[src/rtl/ecg_peak_detector_if.sv]
// Sample/result bundle for ecg_peak_detector: the filtered sample stream enters
// and peak reports come back; master is the producer/consumer, slave the detector.
interface ecg_peak_detector_if #(
  parameter int DATA_W = 16,
  parameter int RR_W   = 16
);
  logic signed [DATA_W-1:0] sample_in;
  logic                     sample_valid;
  logic                     peak_valid;
  logic signed [DATA_W-1:0] peak_amp;
  logic        [RR_W-1:0]   rr_interval;
  logic                     rr_first;
  logic signed [DATA_W-1:0] threshold;
  logic                     busy;

  modport master (
    output sample_in, sample_valid,
    input  peak_valid, peak_amp, rr_interval, rr_first, threshold, busy
  );

  modport slave (
    input  sample_in, sample_valid,
    output peak_valid, peak_amp, rr_interval, rr_first, threshold, busy
  );
endinterface

[src/rtl/ecg_peak_detector.sv]
// R-peak detector with adaptive threshold, refractory window and RR interval.
// ECG_PEAK_ABS_EN: rectify the input so inverted-lead QRS complexes are detected.
module ecg_peak_detector #(
  parameter int DATA_W      = 16,
  parameter int RR_W        = 16,
  parameter int THRESH_INIT = 2048,
  parameter int MIN_THRESH  = 512,
  parameter int REFRACT     = 72,
  parameter int MAX_WIDTH   = 32
) (
  input  logic               clk,
  input  logic               reset,
  ecg_peak_detector_if.slave bus
);
  localparam int LVL_W    = DATA_W + 2;
  localparam int SPAN_MAX = (REFRACT > MAX_WIDTH) ? REFRACT : MAX_WIDTH;
  localparam int SPAN_W   = $clog2(SPAN_MAX + 1);

  localparam logic [1:0] S_SEARCH  = 2'd0;
  localparam logic [1:0] S_TRACK   = 2'd1;
  localparam logic [1:0] S_REFRACT = 2'd2;

  localparam logic [SPAN_W-1:0]       WIDTH_LAST = SPAN_W'(MAX_WIDTH - 1);
  localparam logic [SPAN_W-1:0]       REFR_LAST  = SPAN_W'(REFRACT - 1);
  localparam logic signed [LVL_W-1:0] MIN_L      = LVL_W'(MIN_THRESH);

  logic [1:0]               state_q, state_d;
  logic signed [DATA_W-1:0] max_q, max_d;
  logic [RR_W-1:0]          cnt_q, cnt_d, cnt_inc;
  logic [RR_W-1:0]          snap_q, snap_d;
  logic [SPAN_W-1:0]        span_q, span_d;
  logic signed [LVL_W-1:0]  lvl_q, lvl_d;
  logic signed [DATA_W-1:0] thr_q, thr_d;
  logic                     first_q, first_d;
  logic                     pv_q, pv_d;
  logic signed [DATA_W-1:0] amp_q, amp_d;
  logic [RR_W-1:0]          rr_q, rr_d;
  logic                     rrf_q, rrf_d;

  logic signed [DATA_W-1:0] x;
  logic signed [LVL_W-1:0]  max_ext, lvl_next, lvl_half;
  logic signed [DATA_W-1:0] thr_next;

`ifdef ECG_PEAK_ABS_EN
  always_comb begin
    if (bus.sample_in == {1'b1, {(DATA_W-1){1'b0}}})
      x = {1'b0, {(DATA_W-1){1'b1}}};
    else if (bus.sample_in[DATA_W-1])
      x = -bus.sample_in;
    else
      x = bus.sample_in;
  end
`else
  always_comb x = bus.sample_in;
`endif

  always_comb begin
    cnt_inc  = (cnt_q == '1) ? cnt_q : cnt_q + 1'b1;
    max_ext  = {{(LVL_W-DATA_W){max_q[DATA_W-1]}}, max_q};
    lvl_next = lvl_q - (lvl_q >>> 3) + (max_ext >>> 3);
    lvl_half = lvl_next >>> 1;
    thr_next = (lvl_half < MIN_L) ? DATA_W'(MIN_THRESH) : lvl_half[DATA_W-1:0];
  end

  always_comb begin
    state_d = state_q;
    max_d   = max_q;
    cnt_d   = cnt_q;
    snap_d  = snap_q;
    span_d  = span_q;
    lvl_d   = lvl_q;
    thr_d   = thr_q;
    first_d = first_q;
    pv_d    = 1'b0;
    amp_d   = amp_q;
    rr_d    = rr_q;
    rrf_d   = rrf_q;
    if (bus.sample_valid) begin
      cnt_d = cnt_inc;
      case (state_q)
        S_SEARCH: begin
          if (x > thr_q) begin
            state_d = S_TRACK;
            max_d   = x;
            snap_d  = cnt_inc;
            span_d  = '0;
          end
        end
        S_TRACK: begin
          if (x >= max_q) begin
            if (span_q == WIDTH_LAST) begin
              state_d = S_SEARCH;
            end else begin
              max_d  = x;
              snap_d = cnt_inc;
              span_d = span_q + 1'b1;
            end
          end else begin
            pv_d    = 1'b1;
            amp_d   = max_q;
            rr_d    = snap_q;
            rrf_d   = first_q;
            first_d = 1'b0;
            lvl_d   = lvl_next;
            thr_d   = thr_next;
            // The max is always the sample just before the drop, so one sample
            // has elapsed; a constant also stays correct once the counter saturates.
            cnt_d   = RR_W'(1);
            span_d  = '0;
            state_d = S_REFRACT;
          end
        end
        S_REFRACT: begin
          if (span_q == REFR_LAST) state_d = S_SEARCH;
          else                     span_d  = span_q + 1'b1;
        end
        default: state_d = S_SEARCH;
      endcase
    end
  end

  always_ff @(posedge clk or negedge reset) begin
    if (!reset) begin
      state_q <= S_SEARCH;
      max_q   <= '0;
      cnt_q   <= '0;
      snap_q  <= '0;
      span_q  <= '0;
      lvl_q   <= LVL_W'(2 * THRESH_INIT);
      thr_q   <= DATA_W'(THRESH_INIT);
      first_q <= 1'b1;
      pv_q    <= 1'b0;
      amp_q   <= '0;
      rr_q    <= '0;
      rrf_q   <= 1'b1;
    end else begin
      state_q <= state_d;
      max_q   <= max_d;
      cnt_q   <= cnt_d;
      snap_q  <= snap_d;
      span_q  <= span_d;
      lvl_q   <= lvl_d;
      thr_q   <= thr_d;
      first_q <= first_d;
      pv_q    <= pv_d;
      amp_q   <= amp_d;
      rr_q    <= rr_d;
      rrf_q   <= rrf_d;
    end
  end

  assign bus.peak_valid  = pv_q;
  assign bus.peak_amp    = amp_q;
  assign bus.rr_interval = rr_q;
  assign bus.rr_first    = rrf_q;
  assign bus.threshold   = thr_q;
  assign bus.busy        = (state_q != S_SEARCH);
endmodule

[src/flat_wrapper.sv]
// flat-port wrapper written by rule: the top's interface ports become plain ports
module ecg_peak_detector_flat 
#(
  parameter int DATA_W      = 16,
  parameter int RR_W        = 16,
  parameter int THRESH_INIT = 2048,
  parameter int MIN_THRESH  = 512,
  parameter int REFRACT     = 72,
  parameter int MAX_WIDTH   = 32
)
  (clk, reset, bus_sample_in, bus_sample_valid, bus_peak_valid, bus_peak_amp, bus_rr_interval, bus_rr_first, bus_threshold, bus_busy);
  ecg_peak_detector_if #(.DATA_W(DATA_W), .RR_W(RR_W)) bus_i ();
  input  logic clk;
  input  logic reset;
  input wire logic [$bits(bus_i.sample_in)-1:0] bus_sample_in;
  input wire logic [$bits(bus_i.sample_valid)-1:0] bus_sample_valid;
  output wire logic [$bits(bus_i.peak_valid)-1:0] bus_peak_valid;
  output wire logic [$bits(bus_i.peak_amp)-1:0] bus_peak_amp;
  output wire logic [$bits(bus_i.rr_interval)-1:0] bus_rr_interval;
  output wire logic [$bits(bus_i.rr_first)-1:0] bus_rr_first;
  output wire logic [$bits(bus_i.threshold)-1:0] bus_threshold;
  output wire logic [$bits(bus_i.busy)-1:0] bus_busy;
  assign bus_i.sample_in = bus_sample_in;
  assign bus_i.sample_valid = bus_sample_valid;
  assign bus_peak_valid = bus_i.peak_valid;
  assign bus_peak_amp = bus_i.peak_amp;
  assign bus_rr_interval = bus_i.rr_interval;
  assign bus_rr_first = bus_i.rr_first;
  assign bus_threshold = bus_i.threshold;
  assign bus_busy = bus_i.busy;
  ecg_peak_detector #(.DATA_W(DATA_W), .RR_W(RR_W), .THRESH_INIT(THRESH_INIT), .MIN_THRESH(MIN_THRESH), .REFRACT(REFRACT), .MAX_WIDTH(MAX_WIDTH)) u_core (.clk(clk), .reset(reset), .bus(bus_i));
endmodule
[config.mk]
export PLATFORM = sky130hd
export DESIGN_NAME = ecg_peak_detector_flat
export DESIGN_NICKNAME = d
export VERILOG_FILES = /design/src/rtl/ecg_peak_detector_if.sv /design/src/rtl/ecg_peak_detector.sv /design/src/flat_wrapper.sv
export SDC_FILE = /design/constraint.sdc
export NUM_CORES = 1
export LEC_CHECK = 0
export CORE_ASPECT_RATIO = 1.25
export CORE_MARGIN = 4
export CORE_UTILIZATION = 39
export DETAILED_ROUTE_END_ITERATION = 6
export PLACE_DENSITY_LB_ADDON = 0.2
export SLEW_MARGIN = 15
export SYNTH_ARGS = -nofsm -noshare
export SYNTH_HDL_FRONTEND = slang
export SYNTH_SLANG_ARGS = --single-unit
[constraint.sdc]
create_clock -name clk -period 5.2 [get_ports clk]
set_clock_uncertainty 0.15 [all_clocks]
set_input_delay 1.04 -clock clk [delete_from_list [all_inputs] [get_ports clk]]
set_output_delay 1.04 -clock clk [all_outputs]
set_load 0.01 [all_outputs]
* After elaboration in Yosys (flattened, before gate mapping)
Index checks and enable logic that the tools add are counted.
** Cells by class
- Add/sub/neg operators :: 4
- $lt $le $gt $ge :: 3
- Eq/ne operators :: 12
- Multiplexer cells :: 25
- Bitwise logic cells :: 1
- Reductions and logical operators :: 8
** Operators by type and width (count)
- 16-bit 2-to-1 mux :: 10
- 16-bit one-hot mux with 2 select lines :: 2
- 7-bit 2-to-1 mux :: 4
- 7-bit one-hot mux with 3 select lines :: 1
- 18-bit by 13-bit adder with 18-bit output :: 1
- 18-bit by 15-bit subtractor with 18-bit output :: 1
- 17-bit by 11-bit < comparator with 1-bit output (second input constant) :: 1
- 16-bit by 1-bit adder with 16-bit output (second input constant) :: 1
- 16-bit == test (second input constant) :: 1
- 16-bit greater-or-equal comparator :: 1
- 16-bit greater-than comparator :: 1
- 5-bit AND reduction :: 2
- 2-bit 2-to-1 mux :: 4
- 7-bit by 1-bit adder with 7-bit output (second input constant) :: 1
- 7-bit by 5-bit == test with 1-bit output (second input constant) :: 1
- 7-bit == test (second input constant) :: 1
- 2-bit by 1-bit != test with 1-bit output (second input constant) :: 3
- 3-bit != test (second input constant) :: 2
- 2-bit one-hot mux with 3 select lines :: 1
- 2-bit != test (second input constant) :: 2
- 4-bit AND reduction :: 1
- 2-bit nonzero test :: 2
- 1-bit 2-to-1 mux :: 3
- 3-bit AND reduction :: 1
- other kinds (5) :: 5
** Word-level totals
- Register bits after elaboration :: 126
- Input port bits :: 19

* Depth between registers and ports, before layout
Gate-level depths: netlist of the first run.
- Word-level depth :: 5
- Depth in mapped cells :: 15
- Gate-level depth less buffers :: 14

* Worst setup path before layout of the first run
OpenSTA, ideal clock, no wires.
- Path kind :: in2reg
- From :: in bus_sample_in[0]
- To :: reg u_core.max_q[10]
- Library setup time :: 0.128 ns
- Arrival time :: 3.245 ns
- Data required time :: 4.922 ns
- Setup slack :: 1.677 ns
- Cell stages on the path :: 11
- Buffers on the path :: 1
- Path through :: inv_1 > ha_1 > nand2b_1 > a2111o_1 > a21oi_1 > o41ai_2 > and3_1 > and2_1 > o21ai_2 > buf_2 > mux2_1
** On the way
- Word-level cells in the longest chain between the ends :: 3
- Elaborated cells between the ends (all ways) :: 5
- Those cells by class :: order compare: 2; eq/ne: 2; reduce/logical: 1
** Ends and longest elaborated chain
- start: declaration :: line flat_wrapper.sv:15 : input wire logic [$bits(bus_i.sample_in)-1:0] bus_sample_in;
- 16-bit greater-or-equal comparator or 16-bit greater-than comparator (tied branches) :: line ecg_peak_detector.sv:90, ecg_peak_detector.sv:82
- 2-bit by 1-bit != test with 1-bit output (no source line)
- 5-bit AND reduction (no source line) (*)
- end signal: assignment :: line ecg_peak_detector.sv:138 : max_q <= max_d;
- end: declaration :: line ecg_peak_detector.sv:28 : logic signed [DATA_W-1:0] max_q, max_d;
Every way passes the cells marked *; elsewhere a longest branch is shown, timed or not.
A chain may end at the register's enable or synchronous reset.

* Final worst setup path of the first run
- From :: in bus_sample_in[0]
- To :: reg u_core.thr_q[5] (netlist: u_core.bus.threshold[5])
** On the way
- Word-level cells in the longest chain between the ends :: 3
** Ends and longest elaborated chain
- 16-bit greater-or-equal comparator :: line ecg_peak_detector.sv:90 : if (x >= max_q) begin
- 1-bit NOT (no source line)
- 3-bit AND reduction (no source line)
- end signal: assignment :: line ecg_peak_detector.sv:130 : thr_q <= DATA_W'(THRESH_INIT);
- end signal: assignment :: line ecg_peak_detector.sv:143 : thr_q <= thr_d;
- end: declaration :: line ecg_peak_detector.sv:33 : logic signed [DATA_W-1:0] thr_q, thr_d;
No other way between the ends.

==> summary.txt, run 1 <==
DR DRC count -> 0
Critical Path AT -> 4270 ps
Hold Path Origin -> u_core.first_q$_DFFE_PN1P_
Final setup vio count -> 0
Via density per instance -> 5.18
IO Pins -> 70
Initial antenna violation count -> 0
Worst-margin pin slew -> 645 ps
Commonest non-fill, non-tap cell in the layout -> nand2_1
P&R area growth vs syn -> 19.3%
Mapped Area -> 0.00759 mm2
Critical setup path kind -> in2reg
Number of global-route vias before repair -> 5699
R2R setup slack -> 1250 ps
Register area -> 0.00316 mm2
Met2 usage -> 30.0%
Fill cells -> 1794
Fin crit period -> 4070 ps
Core footprint -> 0.0189 mm2
# rows -> 56
Buffer count from post-CTS setup fixing -> 0
Adder-cell share of the synthesized area -> 13.7%
GRT overflow -> 0
Worst min-delay path class -> reg2reg
Synthesized-area fraction occupied by and/or/nand/nor cells -> 13.8%
RSZ-0062 raised after global routing -> false
Max Root-Sink Buffers -> 2
Share of post-route cells with drive strength above 1 -> 7.83%
Routed len/inst -> 16.2 um
GRT busiest layer -> met2
Chip Width -> 133 um
Met3 Usage GRT -> 2.73%
Htree depth -> 4
Largest net degree at the start of global routing -> 60
RR Startpoint -> u_core.lvl_q[12]$_DFFE_PN1P_
DP HPWL -> 13500 um
Die Y -> 164 um
Avg Cell Area, Syn -> 9.65 um2
Final Hold Vio Count -> 0
Async S/R FF share, synth -> 100%
Routability congestion estimate -> 0.869
Critical path capture point type -> flip-flop
CP startpoint kind -> primary input
Setup TNS -> 0 ps
Die area -> 0.0218 mm2
Largest family of logic cells by synthesized area -> compound AO/OA/AOI/OAI gates
Root buf cell -> clkbuf_16
Syn. warnings -> 0
Total GRT Usage -> 17.3%
Status -> finished, final reports clean
Sequential area share after synthesis -> 41.6%
Mux contribution to synthesized area -> 5.37%
Max Cap Viol -> 0
Cts hold-fix bufs -> 0
Final nets -> 947
CP required -> 5410 ps
Post-synth EDFFs -> 0
RR Endpoint -> u_core.bus.threshold[5]$_DFFE_PN0P_
Antenna viol nets, final -> 0
Peak Freq -> 246 MHz
Crit Path Max Fanout -> 10
First-pass GRT wire length -> 29700 um
Synth Instances -> 787
Starting DRC count in detailed routing -> 273
Cts bufs inserted -> 17
Ys flop type -> dfrtp_1
Hold Path End -> u_core.bus.rr_first$_DFFE_PN1P_
Number of gates resized after cts -> 0
Final period util -> 78.2%
First-pass iteration count of the detailed router -> 4
Most frequent cells in the layout -> nand2_1 (126), dfrtp_1 (122), inv_1 (97)
Multi-input combinational cell area -> 0.00392 mm2
Antenna diodes -> 0
Compound-Gate Fraction of Synth Area -> 15.3%
Worst-Skew Late Latency -> 430 ps
Met1 global-route usage -> 21.8%
CTS tree -> built
Initial Util -> 40.1%
Worst Hold Depth -> 2
Cell variety after synth -> 76
XOR/XNOR share of the synthesized area -> 3.35%
Relative slew slack -> 56.8%
Reg2Reg Depth -> 11
Via count -> 5696
Fin. max-slew vios -> 0
Clk slew on worst S/H paths -> 60 ps
Mapped Nets -> 879
Port Buf Inserts -> 69
Sink Count -> 126
Drt total wl -> 17800 um
Flops & latches, synth -> 126
Hold WS -> 308 ps
-- final cells by class --
type | instances | area share, %
multi-input cells | 537 | 43.3
flip-flops and latches | 126 | 34.9
repair buffers | 75 | 8.37
clock buffers | 17 | 4.70
inverters | 98 | 4.06
well taps | 232 | 3.21
clock inverters | 15 | 1.52
-- registers in the layout, summed over array words and instances, names as in the netlist --
| register | count |
|---|---|
| u_core.first_q | 1 |
| u_core.max_q | 16 |
| u_core.span_q | 7 |
| u_core.state_q | 2 |
| u_core.cnt_q | 16 |
| u_core.bus.rr_interval | 16 |
| u_core.bus.peak_valid | 1 |
| u_core.bus.threshold | 16 |
| u_core.lvl_q | 18 |
| u_core.bus.rr_first | 1 |
| u_core.bus.peak_amp | 16 |
| u_core.snap_q | 16 |
-- worst max-delay path, cell delays in order --
cell and delay (ps):
clkdlybuf4s50_1 520, inv_1 80, ha_1 280, nand2b_1 140, a2111o_1 400, a21oi_1 190
o41ai_2 130, a21bo_1 360, a311oi_4 370, o41a_1 550, a22o_1 210
-- logic make-up (layout without fill, tap and decap cells) --
| family | Yosys count | in the layout |
|---|---|---|
| flip-flops | 126 | 126 |
| XOR/XNOR | 29 | 29 |
| AO/OA/AOI/OAI | 171 | 171 |
| AND/OR/NAND/NOR | 227 | 227 |
| adder cells (fa/ha/maj) | 73 | 73 |
| multiplexers | 37 | 37 |
| buffers and inverters | 124 | 205 |
-- routing by layer --
metal	up-vias	wire length (um)
li1	2818	-
met1	2761	7860
met2	98	9120
met3	19	534
met4	0	282
met5	-	0
-- synthesized netlist by cell type (13+ instances only) --
master,count,area (um2)
nand2_1,126,473
dfrtp_1,122,3050
inv_1,97,364
ha_1,56,701
o21ai_0,51,255
a21oi_1,35,175
nor2_1,32,120
mux2_1,23,259
a22o_1,17,149
fa_1,17,340
xnor2_1,16,140
a21o_1,14,105
nand3_1,14,70.1
xor2_1,13,114
-- worst max path at each step --
stage	slack (ps)	to	from	cells past startpoint
floorplan	1680	u_core.max_q[10]$_DFFE_PN0P_	bus_sample_in[0]	11
global placement	760	u_core.bus.threshold[2]$_DFFE_PN0P_	bus_sample_in[0]	11
detailed placement	680	u_core.bus.threshold[0]$_DFFE_PN0P_	bus_sample_in[0]	11
CTS	1130	u_core.bus.threshold[5]$_DFFE_PN0P_	bus_sample_in[0]	11
global route	930	u_core.bus.threshold[5]$_DFFE_PN0P_	bus_sample_in[0]	11
finish	1130	u_core.bus.threshold[5]$_DFFE_PN0P_	bus_sample_in[0]	11
-- stage by stage --
step	utilization, %	instance area, um2	instances	setup WS [ps]
CTS	47.9	9050	1100	1130
finish	47.9	9050	1100	1130
detailed placement	44.9	8490	1068	684
global placement	44.9	8490	1068	758
floorplan	-	7590	787	1680
global route	47.9	9050	1100	931
Power of run 1 is left out: the tool's default activity adds up to more than one toggle a clock period on the data nets, which glitch-free logic cannot reach.
==> run 2, diff against run 1 <==
clock period = 3.28 ns   (was 5.2 ns; I/O delays follow)
==> run 2 against run 1 <==
The run now ends with setup timing left. Global-route usage is 1.7 points higher. Critical path depth is 3 higher. Core utilization is 7.6 points higher. Flip-flop and latch count stayed put. Non-clock buffer count is 110 higher. First-iteration DRC count is 1.8% higher. Cell area is 16% higher. Clock-buffer cell count is 2 higher. Hold slack worse by 230 ps. Via count is 8.3% higher. Critical endpoint is now u_core.bus.threshold[3]$_DFFE_PN0P_. Highest routed layer unchanged.
==> summary.txt, run 2 (same netlist as run 1, synthesis figures left out) <==
Status -> finished with violations (was finished, final reports clean)
Violated checks -> setup timing
CP peak stage delay -> 530 ps (was 550 ps)
Starting DRC count in detailed routing -> 278 (was 273)
Root buf cell -> clkbuf_16 (unchanged)
Hold WS -> 81.2 ps (was 308 ps)
Antenna diodes -> 0 (unchanged)
CTS tree -> built (unchanged)
Commonest non-fill, non-tap cell in the layout -> nand2_1 (unchanged)
Largest register FFs -> 18 (unchanged)
Biggest register -> u_core.lvl_q (unchanged)
Final core utilization -> 55.5% (was 47.9%)
Cts bufs inserted -> 17 (unchanged)
CP max-delay cell -> fa_1 (was o41a_1)
Initial Util -> 40.1% (unchanged)
Worst Path Buf+Inv -> 4 (was 2)
Initial antenna violation count -> 0 (unchanged)
Final worst slack -> -300 ps (was 1130 ps)
Setup WS pre-CTS -> -537 ps (was 684 ps)
Port Buf Inserts -> 69 (unchanged)
Chip Width -> 133 um (unchanged)
Sink Count -> 126 (unchanged)
P&R area growth vs syn -> 38.2% (was 19.3%)
Core footprint -> 0.0189 mm2 (unchanged)
Fin. max-slew vios -> 0 (unchanged)
RSZ-0062 raised after global routing -> true (was false)
Final nets -> 1057 (was 947)
Worst-Skew Late Latency -> 430 ps (about the same)
Drt total wl -> 19900 um (was 17800 um)
First-pass iteration count of the detailed router -> 5 (was 4)
RR Startpoint -> u_core.lvl_q[2]$_DFFE_PN0P_ (was u_core.lvl_q[12]$_DFFE_PN1P_)
Relative slew slack -> 56.8% (about the same)
DP HPWL -> 14700 um (was 13500 um)
GRT overflow -> 0 (unchanged)
First-pass GRT wire length -> 32500 um (was 29700 um)
Number of global-route vias before repair -> 6259 (was 5699)
Routability congestion estimate -> 0.862 (was 0.869)
Routed len/inst -> 16.4 um (was 16.2 um)
Htree depth -> 4 (unchanged)
CP required -> 3440 ps (was 5410 ps)
Via count -> 6171 (was 5696)
Worst min-delay path class -> in2async (was reg2reg)
Fin crit period -> 3580 ps
# rows -> 56 (unchanged)
DR DRC count -> 0 (unchanged)
CP dominant cell by count -> inv_1
Largest net degree at the start of global routing -> 67 (was 60)
Clk slew on worst S/H paths -> 60 ps (about the same)
Critical Path AT -> 3740 ps (was 4270 ps)
Most frequent cells in the layout -> nand2_1 (123), dfrtp_1 (122), buf_4 (104) (was nand2_1 (126), dfrtp_1 (122), inv_1 (97))
Total GRT Usage -> 19.0% (was 17.3%)
Worst-path cell chain -> inv_1 -> fa_1 -> inv_1 -> ha_1 -> nor2b_4 -> o31ai_4 -> a21oi_4 -> buf_4 -> a221o_1 -> a21oi_2 -> xnor2_2 -> o41a_1 -> buf_12 -> a22o_1 (was clkdlybuf4s50_1 -> inv_1 -> ha_1 -> nand2b_1 -> a2111o_1 -> a21oi_1 -> o41ai_2 -> a21bo_1 -> a311oi_4 -> o41a_1 -> a22o_1)
R2R setup slack -> -300 ps (was 1250 ps)
Max Root-Sink Buffers -> 2 (unchanged)
IO Pins -> 70 (unchanged)
Die area -> 0.0218 mm2 (unchanged)
Fin area -> 0.0105 mm2 (was 0.00905 mm2)
Share of post-route cells with drive strength above 1 -> 23.9% (was 7.83%)
Worst-margin pin slew -> 648 ps (was 645 ps)
Die Y -> 164 um (unchanged)
Final period util -> 109%
Area after DPL -> 0.00938 mm2 (was 0.00849 mm2)
Critical path capture point type -> flip-flop (unchanged)
Via density per instance -> 5.10 (was 5.18)
Cell family with most CP delay -> compound AO/OA/AOI/OAI gates (unchanged)
Peak Freq -> 279 MHz
Cts hold-fix bufs -> 0 (unchanged)
Reg2Reg Depth -> 14 (was 11)
Final setup vio count -> 10 (was 0)
CP startpoint kind -> flip-flop (was primary input)
Antenna viol nets, final -> 0 (unchanged)
RR Endpoint -> u_core.bus.threshold[3]$_DFFE_PN0P_ (was u_core.bus.threshold[5]$_DFFE_PN0P_)
Critical setup path kind -> reg2reg (was in2reg)
Max Cap Viol -> 0 (unchanged)
Final Hold Vio Count -> 0 (unchanged)
Crit Path Max Fanout -> 10 (unchanged)
run 2: layout make-up:
| type | instances | area [um2] |
|---|---|---|
| clock buffers | 19 | 443 |
| clock inverters | 13 | 198 |
| fillers | 1659 | 8430 |
| inverters | 98 | 368 |
| multi-input cells | 537 | 4300 |
| flip-flops and latches | 126 | 3160 |
| well taps | 232 | 290 |
| repair buffers | 185 | 1730 |
run 2: what timing repair did:
item,in CTS,in global routing
buffers inserted,9,5
cloned,2,0
resized for setup,12,62
setup endpoints to repair,43,53
pin swaps,13,18
run 2: worst register-to-register path, delay by kind of cell, from the launching register on:
| kind | cells | cell delay [ps] |
|---|---|---|
| AOI/OAI and AO/OA | 6 | 1460 |
| xor gates and xnor gates | 1 | 120 |
| buffers and inverters | 4 | 400 |
| adders and majority gates | 2 | 830 |
| DFF | 1 | 330 |
| and+or+nand+nor | 1 | 150 |
run 2: how the worst max path moves through the flow:
stage,slack [ps],startpoint,end,cells after the start
after floorplan,-20,u_core.lvl_q[3]$_DFFE_PN0P_,u_core.bus.threshold[0]$_DFFE_PN0P_,14
after global placement,-490,bus_sample_in[0],u_core.snap_q[11]$_DFFE_PN0P_,12
after detailed placement,-540,bus_sample_in[0],u_core.snap_q[6]$_DFFE_PN0P_,12
after CTS,-280,u_core.lvl_q[3]$_DFFE_PN0P_,u_core.bus.threshold[1]$_DFFE_PN0P_,14
after global routing,-420,u_core.lvl_q[2]$_DFFE_PN0P_,u_core.bus.threshold[0]$_DFFE_PN0P_,14
final,-300,u_core.lvl_q[2]$_DFFE_PN0P_,u_core.bus.threshold[3]$_DFFE_PN0P_,14
run 2: per-stage QoR:
step           setup TNS [ps]  instances
3_5_place_dp           -42160       1163
2_1_floorplan            -158        787
3_3_place_gp           -39930       1163
4_1_cts                 -2650       1206
5_1_grt                 -4230       1210
6_report                -2810       1210
run 2: metal layers:
metal	up-vias	track usage [%]	part of all wire [%]
met5	-	0	0
met3	25	3.31	2.2
met1	3014	24.0	45
met4	0	6.19	2.1
met2	99	33.0	51
li1	3033	-	-
Power of run 2 is left out for the same reason.
